--- src/rtl/legv8_pkg.sv ---
// Shared LEGv8 fetch types: datapath width, bubble encoding, fetch FSM states and IF/ID entry.
package legv8_pkg;
  localparam int N = 64;
  localparam logic [31:0] NOP_INSTR = 32'h8B1F03FF;

  typedef enum logic [1:0] {
    IDLE  = 2'd0,
    FETCH = 2'd1,
    HOLD  = 2'd2,
    DROP  = 2'd3
  } fetch_state_t;

  typedef struct packed {
    logic            valid;
    logic [N-1:0]    pc;
    logic [31:0]     instr;
  } if_id_t;
endpackage

--- src/rtl/if_id_reg.sv ---
// IF/ID pipeline register: flush inserts a NOP bubble, load captures a new entry, otherwise holds.
module if_id_reg #(
  parameter logic [31:0] NOP = legv8_pkg::NOP_INSTR
) (
  input  logic                      clk,
  input  logic                      reset,
  input  logic                      load,
  input  logic                      flush,
  input  logic [legv8_pkg::N-1:0]   ld_pc,
  input  logic [31:0]               ld_instr,
  output logic                      valid,
  output logic [legv8_pkg::N-1:0]   pc,
  output logic [31:0]               instr
);
  import legv8_pkg::*;

  if_id_t ent_q, ent_d;

  always_comb begin
    ent_d = ent_q;
    if (flush) begin
      ent_d.valid = 1'b0;
      ent_d.instr = NOP;
    end else if (load) begin
      ent_d.valid = 1'b1;
      ent_d.pc    = ld_pc;
      ent_d.instr = ld_instr;
    end
  end

  always_ff @(posedge clk or negedge reset) begin
    if (!reset) begin
      ent_q.valid <= 1'b0;
      ent_q.pc    <= '0;
      ent_q.instr <= NOP;
    end else begin
      ent_q <= ent_d;
    end
  end

  assign valid = ent_q.valid;
  assign pc    = ent_q.pc;
  assign instr = ent_q.instr;
endmodule

--- src/rtl/fetch_stage.sv ---
// LEGv8 instruction fetch: PC, req/ack imem port, stall hold buffer and branch redirect/flush.
module fetch_stage #(
  parameter int          N         = legv8_pkg::N,
  parameter logic [N-1:0] RESET_PC = '0,
  parameter logic [31:0] NOP_INSTR = 32'h8B1F03FF
) (
  input  logic         clk,
  input  logic         reset,
  output logic         imem_req,
  output logic [N-1:0] imem_addr,
  input  logic         imem_ack,
  input  logic [31:0]  imem_rdata,
  input  logic         stall_i,
  input  logic         branch_taken_i,
  input  logic [N-1:0] branch_target_i,
  output logic         if_id_valid,
  output logic [N-1:0] if_id_pc,
  output logic [31:0]  if_id_instr,
  output logic [10:0]  if_id_op
);
  import legv8_pkg::*;

  localparam logic [N-1:0] STEP       = N'(4);
  localparam logic [N-1:0] ALIGN_MASK = N'(3);

  fetch_state_t state_q, state_d;
  logic [N-1:0] pc_q, pc_d, addr_q, addr_d;
  logic         req_q, req_d;
  logic [N-1:0] buf_pc_q, buf_pc_d;
  logic [31:0]  buf_instr_q, buf_instr_d;
  logic [N-1:0] target, addr_inc, buf_inc;
  logic         ifid_load, ifid_flush;
  logic [N-1:0] ifid_ld_pc;
  logic [31:0]  ifid_ld_instr;

  assign target   = branch_target_i & ~ALIGN_MASK;
  assign addr_inc = addr_q + STEP;
  assign buf_inc  = buf_pc_q + STEP;

  always_comb begin
    state_d       = state_q;
    pc_d          = pc_q;
    addr_d        = addr_q;
    buf_pc_d      = buf_pc_q;
    buf_instr_d   = buf_instr_q;
    ifid_load     = 1'b0;
    ifid_flush    = 1'b0;
    ifid_ld_pc    = addr_q;
    ifid_ld_instr = imem_rdata;
    if (branch_taken_i) begin
      pc_d       = target;
      ifid_flush = 1'b1;
      // An unacknowledged request cannot be withdrawn, so it is drained in DROP.
      if ((state_q == FETCH || state_q == DROP) && !imem_ack) begin
        state_d = DROP;
      end else begin
        addr_d  = target;
        state_d = FETCH;
      end
    end else begin
      unique case (state_q)
        IDLE: state_d = FETCH;
        FETCH: begin
          if (imem_ack) begin
            if (stall_i) begin
              buf_pc_d    = addr_q;
              buf_instr_d = imem_rdata;
              state_d     = HOLD;
            end else begin
              ifid_load = 1'b1;
              pc_d      = addr_inc;
              addr_d    = addr_inc;
            end
          end else if (!stall_i) begin
            ifid_flush = 1'b1;
          end
        end
        HOLD: begin
          if (!stall_i) begin
            ifid_load     = 1'b1;
            ifid_ld_pc    = buf_pc_q;
            ifid_ld_instr = buf_instr_q;
            pc_d          = buf_inc;
            addr_d        = buf_inc;
            state_d       = FETCH;
          end
        end
        DROP: begin
          if (imem_ack) begin
            addr_d  = pc_q;
            state_d = FETCH;
          end
        end
        default: state_d = IDLE;
      endcase
    end
    req_d = (state_d == FETCH) || (state_d == DROP);
  end

  always_ff @(posedge clk or negedge reset) begin
    if (!reset) begin
      state_q <= IDLE;
      pc_q    <= RESET_PC;
      addr_q  <= RESET_PC;
      req_q   <= 1'b0;
    end else begin
      state_q <= state_d;
      pc_q    <= pc_d;
      addr_q  <= addr_d;
      req_q   <= req_d;
    end
  end

  // Buffer contents only matter while in HOLD, so they need no reset.
  always_ff @(posedge clk) begin
    buf_pc_q    <= buf_pc_d;
    buf_instr_q <= buf_instr_d;
  end

  if_id_reg #(.NOP(NOP_INSTR)) u_if_id (
    .clk      (clk),
    .reset    (reset),
    .load     (ifid_load),
    .flush    (ifid_flush),
    .ld_pc    (ifid_ld_pc),
    .ld_instr (ifid_ld_instr),
    .valid    (if_id_valid),
    .pc       (if_id_pc),
    .instr    (if_id_instr)
  );

  assign imem_req  = req_q;
  assign imem_addr = addr_q;
  assign if_id_op  = if_id_instr[31:21];
endmodule

--- config.mk ---
export PLATFORM = sky130hd
export DESIGN_NAME = fetch_stage
export DESIGN_NICKNAME = d
export VERILOG_FILES = /design/src/rtl/legv8_pkg.sv /design/src/rtl/if_id_reg.sv /design/src/rtl/fetch_stage.sv
export SDC_FILE = /design/constraint.sdc
export NUM_CORES = 1
export LEC_CHECK = 0
export CAP_MARGIN = 40
export CORE_MARGIN = 2
export CORE_UTILIZATION = 45
export DETAILED_ROUTE_END_ITERATION = 12
export PLACE_DENSITY = 0.74
export SLEW_MARGIN = 40
export SYNTH_ARGS = -nofsm -noshare
export SYNTH_HDL_FRONTEND = slang
export SYNTH_SLANG_ARGS = --single-unit
--- constraint.sdc ---
create_clock -name clk -period 6.2 [get_ports clk]
set_clock_uncertainty 0.15 [all_clocks]
set_input_delay 1.55 -clock clk [delete_from_list [all_inputs] [get_ports clk]]
set_output_delay 1.55 -clock clk [all_outputs]
set_load 0.05 [all_outputs]
Yosys cells after proc, flatten, opt, wreduce, memory -nomap -nowiden --
Index checks and enable logic that the tools add are counted.
Cells by class: reduce and logical (&&, ||, !) cells 12, multipliers 0, equality and inequality tests 10, bitwise logic cells 2, shifts and indexed selects 0, muxes and demuxes 32, magnitude comparators 0, divide/modulo/power cells 0, add/sub/neg operators 2
Operator list (count):
- $mux 64 | 10
- $pmux 64 s3 | 1
- $add 64x3->64 const B | 2
- $mux 32 | 4
- $pmux 64 s2 | 1
- $mux 97 | 1
- $mux 2 | 6
- $ne 3x3->1 const B | 4
- $pmux 2 s4 | 1
- $mux 1 | 7
- $eq 2x2->1 const B | 3
- $reduce_and 6->1 | 1
- $eq 2x1->1 const B | 2
- $reduce_and 4->1 | 1
- $reduce_bool 4->1 | 1
- $reduce_and 3->1 | 1
- $reduce_bool 3->1 | 1
- $logic_not 2->1 | 1
- $logic_or 1x1->1 | 2
- $ne 2x2->1 const B | 1
- $not 1->1 | 2
- $pmux 1 s2 | 1
- $reduce_and 2->1 | 1
- $reduce_bool 2->1 | 1
- 2 further kinds | 2
Word-level totals: memories 0, input port bits 101, ROM bits 0, word-level logic and storage cells 67, output and inout bits 173, bits in writable memories 0, bits in latches 0, flip-flop bits (word level) 324

Depth between registers and ports, before layout --
depth in word-level cells 7, depth in mapped cells 12, mapped depth without buffers 9

Modules after synthesis --
A second synthesis with hierarchy kept.
Second synthesis, totals: cell total of the unflattened synthesis 1863, area, all modules 19441.1 µm²
Modules (own cells, without submodules):
- fetch_stage | sequential area each 6135.9 µm², times used 1, area an instance 15372.2 µm², cells an instance 1619
- if_id_reg | sequential area each 2451.1 µm², times used 1, area an instance 4068.9 µm², cells an instance 244

Least setup slack after synthesis --
No wires, ideal clock.
kind in2reg, from input port branch_taken_i, to register, netlist name u_if_id.instr[8], library setup time 0.061 ns, data required time 5.989 ns, buffers on the path 3, slack -1.300 ns, data arrival time 7.290 ns, stages 8, path through clkbuf_1 nor2_1 nor2_1 nor3b_1 nand2b_1 clkbuf_1 clkbuf_1 o22a_1
On the way: longest elaborated chain between the ends 3, elaborated cells between the ends (all ways) 6, those cells by class mux (5); reduce/logical (1)
RTL lines:
- start, declared | RTL line fetch_stage.sv:14 | input logic branch_taken_i,
- $mux 32 | RTL line fetch_stage.sv:50 | if (branch_taken_i) begin
- $mux 97 | RTL line if_id_reg.sv:24 | end else if (load) begin
- $mux 32 | RTL line if_id_reg.sv:21 | if (flush) begin
Parallel ways exist; a longest one is shown, timed or not. The select of a mux whose other input is x is not followed. A chain may end at the register's enable or synchronous reset.

==> impl_metrics.toml <==
[sta]
hold_slack_ns = 0.329
slew_headroom_pct = 41.8
clock.fmax_ghz = 0.233
drv_slew = 0
setup_slack_ns = 1.90
setup_viol = 0
grt_setup_unrepaired = "no"
fin_crit_sh_pct = 69.3
worstMarginPinSlew_ns = 0.867
tns_ns = 0
fin_crit_ns = 4.30
finalHoldViolCount = 0

[detailed_routing]
first_pass_iters = 5
vias = 16800
ant_nets = 0
drtIter0Drc = 1564
routed_wl_mm = 63.3
routedWlPerCell_um = 23.4
via_per_inst = 6.22
drc_errors = 0

[clocking]
postCtsSetupBuffers = 0
cts_buffers = 39
cts_resized = 0
clock_path_buffers = 3
clkSinkCount = 323
holdBufCountCts = 0
root_buffer = "clkbuf_16"
htreeDepth = 2
clkTransAtPathRegs_ns = 0.06
cts_tree = "done"
worst_skew_pair.late_latency_ns = 0.58

[global_routing]
grt_usage_pct = 28.4
grt_pass1_vias = 16600
grt_antenna_before_repair = 1
grt_max_degree = 124
grt_pass1_wl_mm = 97.4
overflow = 0

[cells_and_area]
layout_common_cells = "clkdlybuf4s50_1, nand2_1, dfrtp_1"
final_cells = 2699
area_delta_synth_final_pct = 23.1
layout.nets = 2243
final_common_cell = "clkdlybuf4s50_1"
diodes = 0
design_area_um2 = 23000
utilization_pct = 56.3
drive_gt1_share_pct = 10.8

[die]
start_util_pct = 45.8
rows = 74
io_pins = 274
die_width_um = 208
die_h_um = 208
die-area_um2 = 43300
core-area_um2 = 40900

[place]
place.gp.congestion = 0.951
preCtsSetupSlack_ns = 1.62
dp_cells = 2626
place_area_um2 = 21700
port_buffers = 271
dp_hpwl_mm = 42.5

[synthesis]
syn_nets = 2067
synthCells = 1960
synth_edf_count = 96
synth-main-ff-cell = "dfrtp_1"
synth_seq_area_share_pct = 45.9
ys_warn_count = 0
async_reset_ff_share_pct = 70.3
avgSynthCellArea_um2 = 9.55
ys_seq_elements = 323
synth_area_um2 = 18700
synth_cell_types = 73

[hold_path]
holdCritPathClass = "register to register"

[power_and_ir_drop]
total_leakage_power_nw = 8.63
power_density_nw_per_um2 = 477
power.total_mw = 11.0
ir_worst_vdd_mv = 0.336

[critical_path]
crit_chain = "inv_1, ha_4, inv_2, buf_16, nor2_4, buf_6, buf_4, nand2_1, o221ai_1, a21oi_1"
end_kind = "register"
cp_max_fo = 68
critPathLaunchType = "register"
crit_required_ns = 6.46
max_stage_delay_ns = 0.70
worstPathArrival_ns = 4.56
cp_slowest_cell = "buf_4"
worst-setup-path-type = "register to register"

[flow_run]
cap_violations = 0

[outcome]
outcome = "completed"
-- flip-flops by register name, indices dropped and copies added (netlist names) --
| signal | cells |
|---|---|
| buf_pc_q | 64 |
| pc_q | 64 |
| u_if_id.valid | 1 |
| imem_addr | 64 |
| buf_instr_q | 32 |
| u_if_id.pc | 64 |
| u_if_id.instr | 32 |
| state_q | 1 |
| imem_req | 1 |
-- path summary, 6_finish.rpt --
path / slack, ns / startpoint / cells past startpoint / endpoint
worst max-delay path: 1.90 / imem_req / 10 / pc_q[58]
worst min-delay path: 0.33 / pc_q[12] / 1 / pc_q[12]
worst max register to register: 1.90 / imem_req / 10 / pc_q[58]
worst min register to register: 0.33 / pc_q[12] / 1 / pc_q[12]
max in group asynchronous: 4.16 / reset / 2 / u_if_id.pc[3]
min in group asynchronous: 0.69 / reset / 1 / u_if_id.pc[37]
-- metal layers --
layer	vias up	GRT usage, %	routed length [µm]
li1	7516	-	-
met1	8230	38.1	26500
met2	861	45.4	29200
met3	167	5.10	5070
met4	2	12.3	2440
met5	-	0	11
-- final cells by class --
type,instances,area [µm²]
repair buffers,298,3030
clock inverters,18,176
flip-flops and latches,323,8590
inverters,16,60.1
fillers,3607,17900
clock buffers,54,1090
multi-input cells,1458,9430
well taps,532,666
-- where the power goes --
group	switching, mW	internal, mW
combinational	3.14	1.73
sequential	0.892	2.92
clock	0.947	1.36
-- Yosys cell counts, types with 6 or more instances --
cell type | n | share of area, %
o21a_1 | 11 | 0.44
a22o_1 | 14 | 0.65
a31oi_1 | 16 | 0.53
and3_1 | 24 | 0.80
nor2_1 | 192 | 3.8
nor4_4 | 6 | 0.68
a221oi_1 | 23 | 1.1
buf_2 | 10 | 0.27
xor2_1 | 42 | 2.0
a211oi_1 | 12 | 0.48
inv_1 | 15 | 0.30
o22ai_1 | 20 | 0.67
a22oi_1 | 16 | 0.64
or3_1 | 17 | 0.57
o211ai_1 | 12 | 0.48
and4_1 | 17 | 0.80
or4_1 | 10 | 0.40
nand2b_1 | 8 | 0.27
nand2_1 | 227 | 4.6
xnor2_1 | 69 | 3.2
a21oi_1 | 98 | 2.6
and2_1 | 13 | 0.43
nand4_1 | 44 | 1.5
edfxtp_1 | 96 | 15
nor4_1 | 17 | 0.57
nand3_1 | 51 | 1.4
a21o_1 | 8 | 0.32
ha_1 | 6 | 0.40
o221ai_1 | 9 | 0.42
o21ai_0 | 171 | 4.6
dfstp_2 | 19 | 2.7
nor3_1 | 30 | 0.80
mux2i_1 | 85 | 4.5
o31ai_1 | 12 | 0.48
buf_1 | 8 | 0.16
clkbuf_1 | 121 | 2.4
buf_4 | 17 | 0.68
dfrtp_1 | 208 | 28
o22a_1 | 19 | 0.89
mux2_2 | 95 | 5.7
-- critical path: cells and delay by family, from the launching register on --
family / cells / cell delay [ns]
adder cells (fa/ha/maj): 1 / 0.49
AO/OA/AOI/OAI: 2 / 0.33
buffers and inverters: 5 / 2.14
AND/OR/NAND/NOR: 2 / 0.48
flip-flops: 1 / 0.44
-- cells by family (layout without fill, tap and decap cells) --
kind of cell               Yosys count  count (layout)  synth area share, %
and+or+nand+nor                    677             677                 17.6
muxes                              180             180                 10.3
xor gates and xnor gates           111             111                 5.19
DFF                                323             323                 45.9
AOI/OAI and AO/OA                  484             484                 16.4
adders and majority gates            6               6                0.401
buffers and inverters              179             386                 4.32
(Power assumes the default switching activity.)
